File: src/rtl/ex_mem_reg_if.sv
// EX/MEM stage bundle: EX-side inputs, registered MEM-side outputs,
// hazard-unit controls and the data-memory acknowledge.
interface ex_mem_reg_if;
  // hazard / flow control
  logic        stall_i;
  logic        flush_i;
  logic        valid_i;
  // EX-stage payload
  logic [31:0] ALUResult_i;
  logic        Zero_i;
  logic [31:0] RS2data_i;
  logic [4:0]  RDaddr_i;
  logic        RegWrite_i;
  logic        MemtoReg_i;
  logic        MemRead_i;
  logic        MemWrite_i;
  logic        Branch_i;
  logic [31:0] pc_i;
  logic [31:0] imm_i;
  // data memory acknowledge
  logic        mem_ready_i;
  // registered MEM-stage view
  logic [31:0] ALUResult_o;
  logic [31:0] RS2data_o;
  logic [4:0]  RDaddr_o;
  logic        RegWrite_o;
  logic        MemtoReg_o;
  logic        MemRead_o;
  logic        MemWrite_o;
  logic        valid_o;
  logic        busy_o;
  logic        branch_taken_o;
  logic [31:0] branch_target_o;
  logic [15:0] stall_cycles_o;

  // Pipeline register side
  modport slave (
    input  stall_i, flush_i, valid_i, ALUResult_i, Zero_i, RS2data_i, RDaddr_i,
           RegWrite_i, MemtoReg_i, MemRead_i, MemWrite_i, Branch_i, pc_i, imm_i,
           mem_ready_i,
    output ALUResult_o, RS2data_o, RDaddr_o, RegWrite_o, MemtoReg_o, MemRead_o,
           MemWrite_o, valid_o, busy_o, branch_taken_o, branch_target_o,
           stall_cycles_o
  );

  // Upstream / environment side
  modport master (
    output stall_i, flush_i, valid_i, ALUResult_i, Zero_i, RS2data_i, RDaddr_i,
           RegWrite_i, MemtoReg_i, MemRead_i, MemWrite_i, Branch_i, pc_i, imm_i,
           mem_ready_i,
    input  ALUResult_o, RS2data_o, RDaddr_o, RegWrite_o, MemtoReg_o, MemRead_o,
           MemWrite_o, valid_o, busy_o, branch_taken_o, branch_target_o,
           stall_cycles_o
  );
endinterface

File: src/rtl/ex_mem_reg.sv
// EX/MEM pipeline register for an RV32 core.
// Captures the ALU result and MEM/WB controls, resolves BEQ from the
// captured Zero flag, holds while a data-memory access is unacknowledged
// and counts (saturating) the cycles spent waiting on memory.
module ex_mem_reg (
  input  logic        clk_i,
  input  logic        rst_i,
  ex_mem_reg_if.slave bus
);

  typedef enum logic {
    RUN     = 1'b0,
    MEMWAIT = 1'b1
  } state_t;

  state_t      state_reg, state_next;

  logic        valid_reg, valid_next;
  logic [31:0] alu_reg, alu_next;
  logic [31:0] rs2_reg, rs2_next;
  logic [4:0]  rd_reg, rd_next;
  logic        reg_write_reg, reg_write_next;
  logic        mem_to_reg_reg, mem_to_reg_next;
  logic        mem_read_reg, mem_read_next;
  logic        mem_write_reg, mem_write_next;
  logic        taken_reg, taken_next;
  logic [31:0] target_reg, target_next;
  logic [15:0] stall_cnt_reg, stall_cnt_next;

  logic        busy;
  logic        do_flush;
  logic        do_load;
  logic        mem_op_in;
  logic        taken_in;
  logic [31:0] target_sum;
  logic        unused_imm_msb;

  // An entry waiting on memory freezes the whole register, flush included,
  // so the in-flight access is never dropped.
  assign busy      = (state_reg == MEMWAIT) && !bus.mem_ready_i;
  assign do_flush  = !busy && bus.flush_i;
  assign do_load   = !busy && !bus.flush_i && !bus.stall_i;
  assign mem_op_in = bus.valid_i && (bus.MemRead_i || bus.MemWrite_i);
  assign taken_in  = bus.valid_i && bus.Branch_i && bus.Zero_i;

  // Immediate is in halfwords; bit 31 falls off the shift and the add wraps.
  assign target_sum     = bus.pc_i + {bus.imm_i[30:0], 1'b0};
  assign unused_imm_msb = bus.imm_i[31];

  // Next-state and next-contents selection, defaults hold everything
  always_comb begin
    state_next      = state_reg;
    valid_next      = valid_reg;
    alu_next        = alu_reg;
    rs2_next        = rs2_reg;
    rd_next         = rd_reg;
    reg_write_next  = reg_write_reg;
    mem_to_reg_next = mem_to_reg_reg;
    mem_read_next   = mem_read_reg;
    mem_write_next  = mem_write_reg;
    target_next     = target_reg;
    taken_next      = 1'b0;

    // Acknowledge arriving while waiting releases the entry.
    if ((state_reg == MEMWAIT) && bus.mem_ready_i) begin
      state_next = RUN;
    end

    if (do_flush) begin
      // Bubble: kill validity and controls, leave the datapath as it was.
      state_next      = RUN;
      valid_next      = 1'b0;
      reg_write_next  = 1'b0;
      mem_to_reg_next = 1'b0;
      mem_read_next   = 1'b0;
      mem_write_next  = 1'b0;
    end else if (do_load) begin
      valid_next      = bus.valid_i;
      alu_next        = bus.ALUResult_i;
      rs2_next        = bus.RS2data_i;
      rd_next         = bus.RDaddr_i;
      reg_write_next  = bus.RegWrite_i & bus.valid_i;
      mem_to_reg_next = bus.MemtoReg_i & bus.valid_i;
      mem_read_next   = bus.MemRead_i & bus.valid_i;
      mem_write_next  = bus.MemWrite_i & bus.valid_i;
      target_next     = target_sum;
      taken_next      = taken_in;
      // A memory op acknowledged on its own load edge needs no wait state.
      state_next      = (mem_op_in && !bus.mem_ready_i) ? MEMWAIT : RUN;
    end

    stall_cnt_next = stall_cnt_reg;
    if (busy && (stall_cnt_reg != 16'hFFFF)) begin
      stall_cnt_next = stall_cnt_reg + 16'd1;
    end
  end

  // State and entry registers with asynchronous active-low clear
  always_ff @(posedge clk_i or negedge rst_i) begin
    if (!rst_i) begin
      state_reg      <= RUN;
      valid_reg      <= 1'b0;
      alu_reg        <= 32'd0;
      rs2_reg        <= 32'd0;
      rd_reg         <= 5'd0;
      reg_write_reg  <= 1'b0;
      mem_to_reg_reg <= 1'b0;
      mem_read_reg   <= 1'b0;
      mem_write_reg  <= 1'b0;
      taken_reg      <= 1'b0;
      target_reg     <= 32'd0;
      stall_cnt_reg  <= 16'd0;
    end else begin
      state_reg      <= state_next;
      valid_reg      <= valid_next;
      alu_reg        <= alu_next;
      rs2_reg        <= rs2_next;
      rd_reg         <= rd_next;
      reg_write_reg  <= reg_write_next;
      mem_to_reg_reg <= mem_to_reg_next;
      mem_read_reg   <= mem_read_next;
      mem_write_reg  <= mem_write_next;
      taken_reg      <= taken_next;
      target_reg     <= target_next;
      stall_cnt_reg  <= stall_cnt_next;
    end
  end

  assign bus.ALUResult_o     = alu_reg;
  assign bus.RS2data_o       = rs2_reg;
  assign bus.RDaddr_o        = rd_reg;
  assign bus.RegWrite_o      = reg_write_reg;
  assign bus.MemtoReg_o      = mem_to_reg_reg;
  assign bus.MemRead_o       = mem_read_reg;
  assign bus.MemWrite_o      = mem_write_reg;
  assign bus.valid_o         = valid_reg;
  assign bus.busy_o          = busy;
  assign bus.branch_taken_o  = taken_reg;
  assign bus.branch_target_o = target_reg;
  assign bus.stall_cycles_o  = stall_cnt_reg;

endmodule

File: src/flat_wrapper.sv
// flat-port wrapper written by rule: the top's interface ports become plain ports
module ex_mem_reg_flat 
  (clk_i, rst_i, bus_stall_i, bus_flush_i, bus_valid_i, bus_ALUResult_i, bus_Zero_i, bus_RS2data_i, bus_RDaddr_i, bus_RegWrite_i, bus_MemtoReg_i, bus_MemRead_i, bus_MemWrite_i, bus_Branch_i, bus_pc_i, bus_imm_i, bus_mem_ready_i, bus_ALUResult_o, bus_RS2data_o, bus_RDaddr_o, bus_RegWrite_o, bus_MemtoReg_o, bus_MemRead_o, bus_MemWrite_o, bus_valid_o, bus_busy_o, bus_branch_taken_o, bus_branch_target_o, bus_stall_cycles_o);
  ex_mem_reg_if bus_i ();
  input  logic clk_i;
  input  logic rst_i;
  input wire logic [$bits(bus_i.stall_i)-1:0] bus_stall_i;
  input wire logic [$bits(bus_i.flush_i)-1:0] bus_flush_i;
  input wire logic [$bits(bus_i.valid_i)-1:0] bus_valid_i;
  input wire logic [$bits(bus_i.ALUResult_i)-1:0] bus_ALUResult_i;
  input wire logic [$bits(bus_i.Zero_i)-1:0] bus_Zero_i;
  input wire logic [$bits(bus_i.RS2data_i)-1:0] bus_RS2data_i;
  input wire logic [$bits(bus_i.RDaddr_i)-1:0] bus_RDaddr_i;
  input wire logic [$bits(bus_i.RegWrite_i)-1:0] bus_RegWrite_i;
  input wire logic [$bits(bus_i.MemtoReg_i)-1:0] bus_MemtoReg_i;
  input wire logic [$bits(bus_i.MemRead_i)-1:0] bus_MemRead_i;
  input wire logic [$bits(bus_i.MemWrite_i)-1:0] bus_MemWrite_i;
  input wire logic [$bits(bus_i.Branch_i)-1:0] bus_Branch_i;
  input wire logic [$bits(bus_i.pc_i)-1:0] bus_pc_i;
  input wire logic [$bits(bus_i.imm_i)-1:0] bus_imm_i;
  input wire logic [$bits(bus_i.mem_ready_i)-1:0] bus_mem_ready_i;
  output wire logic [$bits(bus_i.ALUResult_o)-1:0] bus_ALUResult_o;
  output wire logic [$bits(bus_i.RS2data_o)-1:0] bus_RS2data_o;
  output wire logic [$bits(bus_i.RDaddr_o)-1:0] bus_RDaddr_o;
  output wire logic [$bits(bus_i.RegWrite_o)-1:0] bus_RegWrite_o;
  output wire logic [$bits(bus_i.MemtoReg_o)-1:0] bus_MemtoReg_o;
  output wire logic [$bits(bus_i.MemRead_o)-1:0] bus_MemRead_o;
  output wire logic [$bits(bus_i.MemWrite_o)-1:0] bus_MemWrite_o;
  output wire logic [$bits(bus_i.valid_o)-1:0] bus_valid_o;
  output wire logic [$bits(bus_i.busy_o)-1:0] bus_busy_o;
  output wire logic [$bits(bus_i.branch_taken_o)-1:0] bus_branch_taken_o;
  output wire logic [$bits(bus_i.branch_target_o)-1:0] bus_branch_target_o;
  output wire logic [$bits(bus_i.stall_cycles_o)-1:0] bus_stall_cycles_o;
  assign bus_i.stall_i = bus_stall_i;
  assign bus_i.flush_i = bus_flush_i;
  assign bus_i.valid_i = bus_valid_i;
  assign bus_i.ALUResult_i = bus_ALUResult_i;
  assign bus_i.Zero_i = bus_Zero_i;
  assign bus_i.RS2data_i = bus_RS2data_i;
  assign bus_i.RDaddr_i = bus_RDaddr_i;
  assign bus_i.RegWrite_i = bus_RegWrite_i;
  assign bus_i.MemtoReg_i = bus_MemtoReg_i;
  assign bus_i.MemRead_i = bus_MemRead_i;
  assign bus_i.MemWrite_i = bus_MemWrite_i;
  assign bus_i.Branch_i = bus_Branch_i;
  assign bus_i.pc_i = bus_pc_i;
  assign bus_i.imm_i = bus_imm_i;
  assign bus_i.mem_ready_i = bus_mem_ready_i;
  assign bus_ALUResult_o = bus_i.ALUResult_o;
  assign bus_RS2data_o = bus_i.RS2data_o;
  assign bus_RDaddr_o = bus_i.RDaddr_o;
  assign bus_RegWrite_o = bus_i.RegWrite_o;
  assign bus_MemtoReg_o = bus_i.MemtoReg_o;
  assign bus_MemRead_o = bus_i.MemRead_o;
  assign bus_MemWrite_o = bus_i.MemWrite_o;
  assign bus_valid_o = bus_i.valid_o;
  assign bus_busy_o = bus_i.busy_o;
  assign bus_branch_taken_o = bus_i.branch_taken_o;
  assign bus_branch_target_o = bus_i.branch_target_o;
  assign bus_stall_cycles_o = bus_i.stall_cycles_o;
  ex_mem_reg u_core (.clk_i(clk_i), .rst_i(rst_i), .bus(bus_i));
endmodule
File: config.mk
export PLATFORM = sky130hd
export DESIGN_NAME = ex_mem_reg_flat
export DESIGN_NICKNAME = d
export VERILOG_FILES = /design/src/rtl/ex_mem_reg_if.sv /design/src/rtl/ex_mem_reg.sv /design/src/flat_wrapper.sv
export SDC_FILE = /design/constraint.sdc
export NUM_CORES = 1
export LEC_CHECK = 0
export ABC_AREA = 1
export CAP_MARGIN = 20
export CORE_UTILIZATION = 45
export CTS_CLUSTER_DIAMETER = 30
export DETAILED_ROUTE_END_ITERATION = 12
export GPL_ROUTABILITY_DRIVEN = 1
export PLACE_DENSITY = 0.81
export SLEW_MARGIN = 20
export SYNTH_ARGS = -nofsm -noshare
export SYNTH_HDL_FRONTEND = slang
export SYNTH_SLANG_ARGS = --single-unit
File: constraint.sdc
create_clock -name clk_i -period 2.85 [get_ports clk_i]
set_input_delay 0.4275 -clock clk_i [delete_from_list [all_inputs] [get_ports clk_i]]
set_output_delay 0.4275 -clock clk_i [all_outputs]
set_load 0.01 [all_outputs]
==> reports/metrics.cfg <==
[logic_synthesis]
seq_area_frac_synth = 0.4438
yosysWarningCount = 0
synth_area_per_cell_um2 = 7.105
synth_top_area_frac = 0.4438
syn_area_um2 = 6992
syn_inst = 984
netlist-cell-type-count = 27
synth-edff-count = 0
synth.largest_area_cell = dfrtp_1
synth_fp_nets = 1161
synth.area.top_cells = dfrtp_1 44%, nand2_1 26%, inv_1 6.1%, ha_1 5.5%, nand3_1 4.3%
synth.ff_latch_count = 124
async_reset_ff_frac = 1.000
synth_ff_type = dfrtp_1

[finish]
diodes = 0
final_common_cell = nand2_1
nets = 1432
area_delta_synth_final_pct = 49.55
final_cell_mix = 483 x nand2_1, 266 x clkdlybuf4s50_1, 124 x dfrtp_1
fin_area_um2 = 10460
fillers = 1255
final_core_util = 0.6878
drive_gt1_frac = 0.03312

[clock_tree]
cts_tree = built
worstSkewPairLatency_ps = 410
cts.clk_slew.worst_paths_ps = 60
cts-root-buf = clkbuf_16
post_cts_buffers = 0
cts.sinks = 124
ctsResizeCount = 0
clk_path_buf_depth = 2
cts_buffers = 17
postCtsHoldBufs = 0
htreeDepth = 4

[route]
dr_total_vias = 7046
wl_met2_um = 10120
drt-wirelength-per-cell_um = 13.74
viasPerCell = 4.839
wl_um = 20000
routed.top_layer = met4
drt_pass1_iterations = 5
wl_met3_um = 1087
drt_iter0_drc = 327
met1_length_um = 8193
ant_nets = 0
route.detailed.drc = 0

[die]
start_util = 0.4599
die-area_um2 = 16040
dieHeight_um = 126.6
ios = 269
fp.dieW_um = 126.6
core_area_um2 = 15200
row_count = 45

[placement]
hpwl_um = 15560
place_area_um2 = 9866
io_buffers = 267
place.gp.congestion = 0.9204

[worst_setup_path]
crit_buf_inv = 1
required_ps = 3170
critPathLaunchType = primary input
critical-path-top-delay-family = adder cells
arrival_ps = 2510
slowest_delay_ps = 470
critical_path_class = in2reg
crit_chain = clkdlybuf4s50_1 -> ha_1 -> fa_1 -> nand3_1 -> nand3_1 -> a21oi_1 -> o21ai_0 -> nand2_1 -> nand2_1 -> o21ai_0
slowest_stage = fa_1
crit_fanout = 4
endpoint_kind = flip-flop

[global_routing]
grt_pass1_vias = 6571
grt_remaining_overflow = 0
grt_max_degree = 73
grt_pass1_wl_um = 32250
antenna_found_initial = 0
track_usage = 0.2553

[sta]
fin_crit_ps = 2185
skew_ps = 11.86
fin_tns_setup_ps = 0
rsz0062_at_grt = no
maxSlewViolCount = 0
fmax_ghz = 0.4576
fin_crit_sh = 0.7667
worstMarginPinSlew_ps = 777.8
setup_violations = 0
finalHoldViolations = 0
slew_headroom = 0.4815

[power]
p_sw_w = 0.001830
leakagePower_nw = 5.409
internal_power_w = 0.004231
clkPwrFrac = 0.354
power_per_cell_area_nw_per_um2 = 579.7
p_sw_frac = 0.3019
pwr-share-seq = 0.361
ir_drop_mv = 0.4035
p_comb_frac = 0.286

[worst_hold_path]
hp-class = in2async

[outcome]
status = finished clean

[job]
drv_cap = 0

==> stage by stage <==
step	setup WS, ps	power, W	cells	hold WS, ps
5_1_grt	491.8	0.006369	1456	71.66
3_5_place_dp	251.7	0.003949	1424	457.1
3_3_place_gp	271.5	0.003903	1424	452.5
6_report	664.9	0.006062	1456	30.04
2_1_floorplan	931.0	0.002950	984	131.9
4_1_cts	689.4	0.006103	1456	45.21
==> metal layers <==
metal,GRT usage,up-vias
li1,-,3581
met1,0.2984,3187
met2,0.4634,240
met3,0.04133,38
met4,0.1084,0
met5,0,-
==> power groups by stage <==
stage	clock, W	sequential (W)	combinational [W]
floorplan	0	0.00233	0.000617
global placement	0	0.00220	0.00171
detailed placement	0	0.00221	0.00174
CTS	0.00217	0.00219	0.00174
global route	0.00226	0.00221	0.00190
finish	0.00214	0.00219	0.00173
==> kinds of logic (layout without fill, tap and decap cells) <==
group           Yosys count  after routing  synth area share
simple gates            613            613            0.3474
compound gates           51             51           0.04080
buf+inv                 136            420           0.07462
flops                   124            124            0.4438
fa+ha+maj                32             32           0.05834
xor+xnor                 28             28           0.03508
==> cell usage after synthesis (9+ instances only) <==
master    number
nand2_1      483
dfrtp_1      124
inv_1        114
nand3_1       60
nor2_1        50
ha_1          31
a21oi_1       23
o21ai_0       18
xnor2_1       14
xor2_1        14
clkbuf_1      12
buf_2          9
==> final cells by class <==
type / instances / area, µm² / share of cell area
clock buffers: 18 / 429.2 / 0.04104
clock inverters: 14 / 161.4 / 0.01544
inverters: 115 / 432.9 / 0.04140
multi-input cells: 724 / 3367 / 0.3220
flip-flops and latches: 124 / 3103 / 0.2968
well taps: 188 / 235.2 / 0.02250
repair buffers: 273 / 2728 / 0.2609
==> worst paths after layout <==
path / slack, ps / cells past startpoint / to / from
setup / recovery: 660 / 10 / u_core.bus.branch_target_o[17] / bus_imm_i[0]
hold / removal: 30 / 1 / u_core.bus.ALUResult_o[21] / rst_i
setup reg to reg: 1070 / 8 / u_core.bus.stall_cycles_o[14] / u_core.bus.stall_cycles_o[0]
hold reg to reg: 470 / 2 / u_core.bus.RS2data_o[0] / u_core.bus.RS2data_o[0]
max in group asynchronous: 2060 / 2 / u_core.state_reg / rst_i
min in group clk_i: 470 / 2 / u_core.bus.RS2data_o[0] / u_core.bus.RS2data_o[0]
No activity file was read; power rests on OpenSTA's default activity.
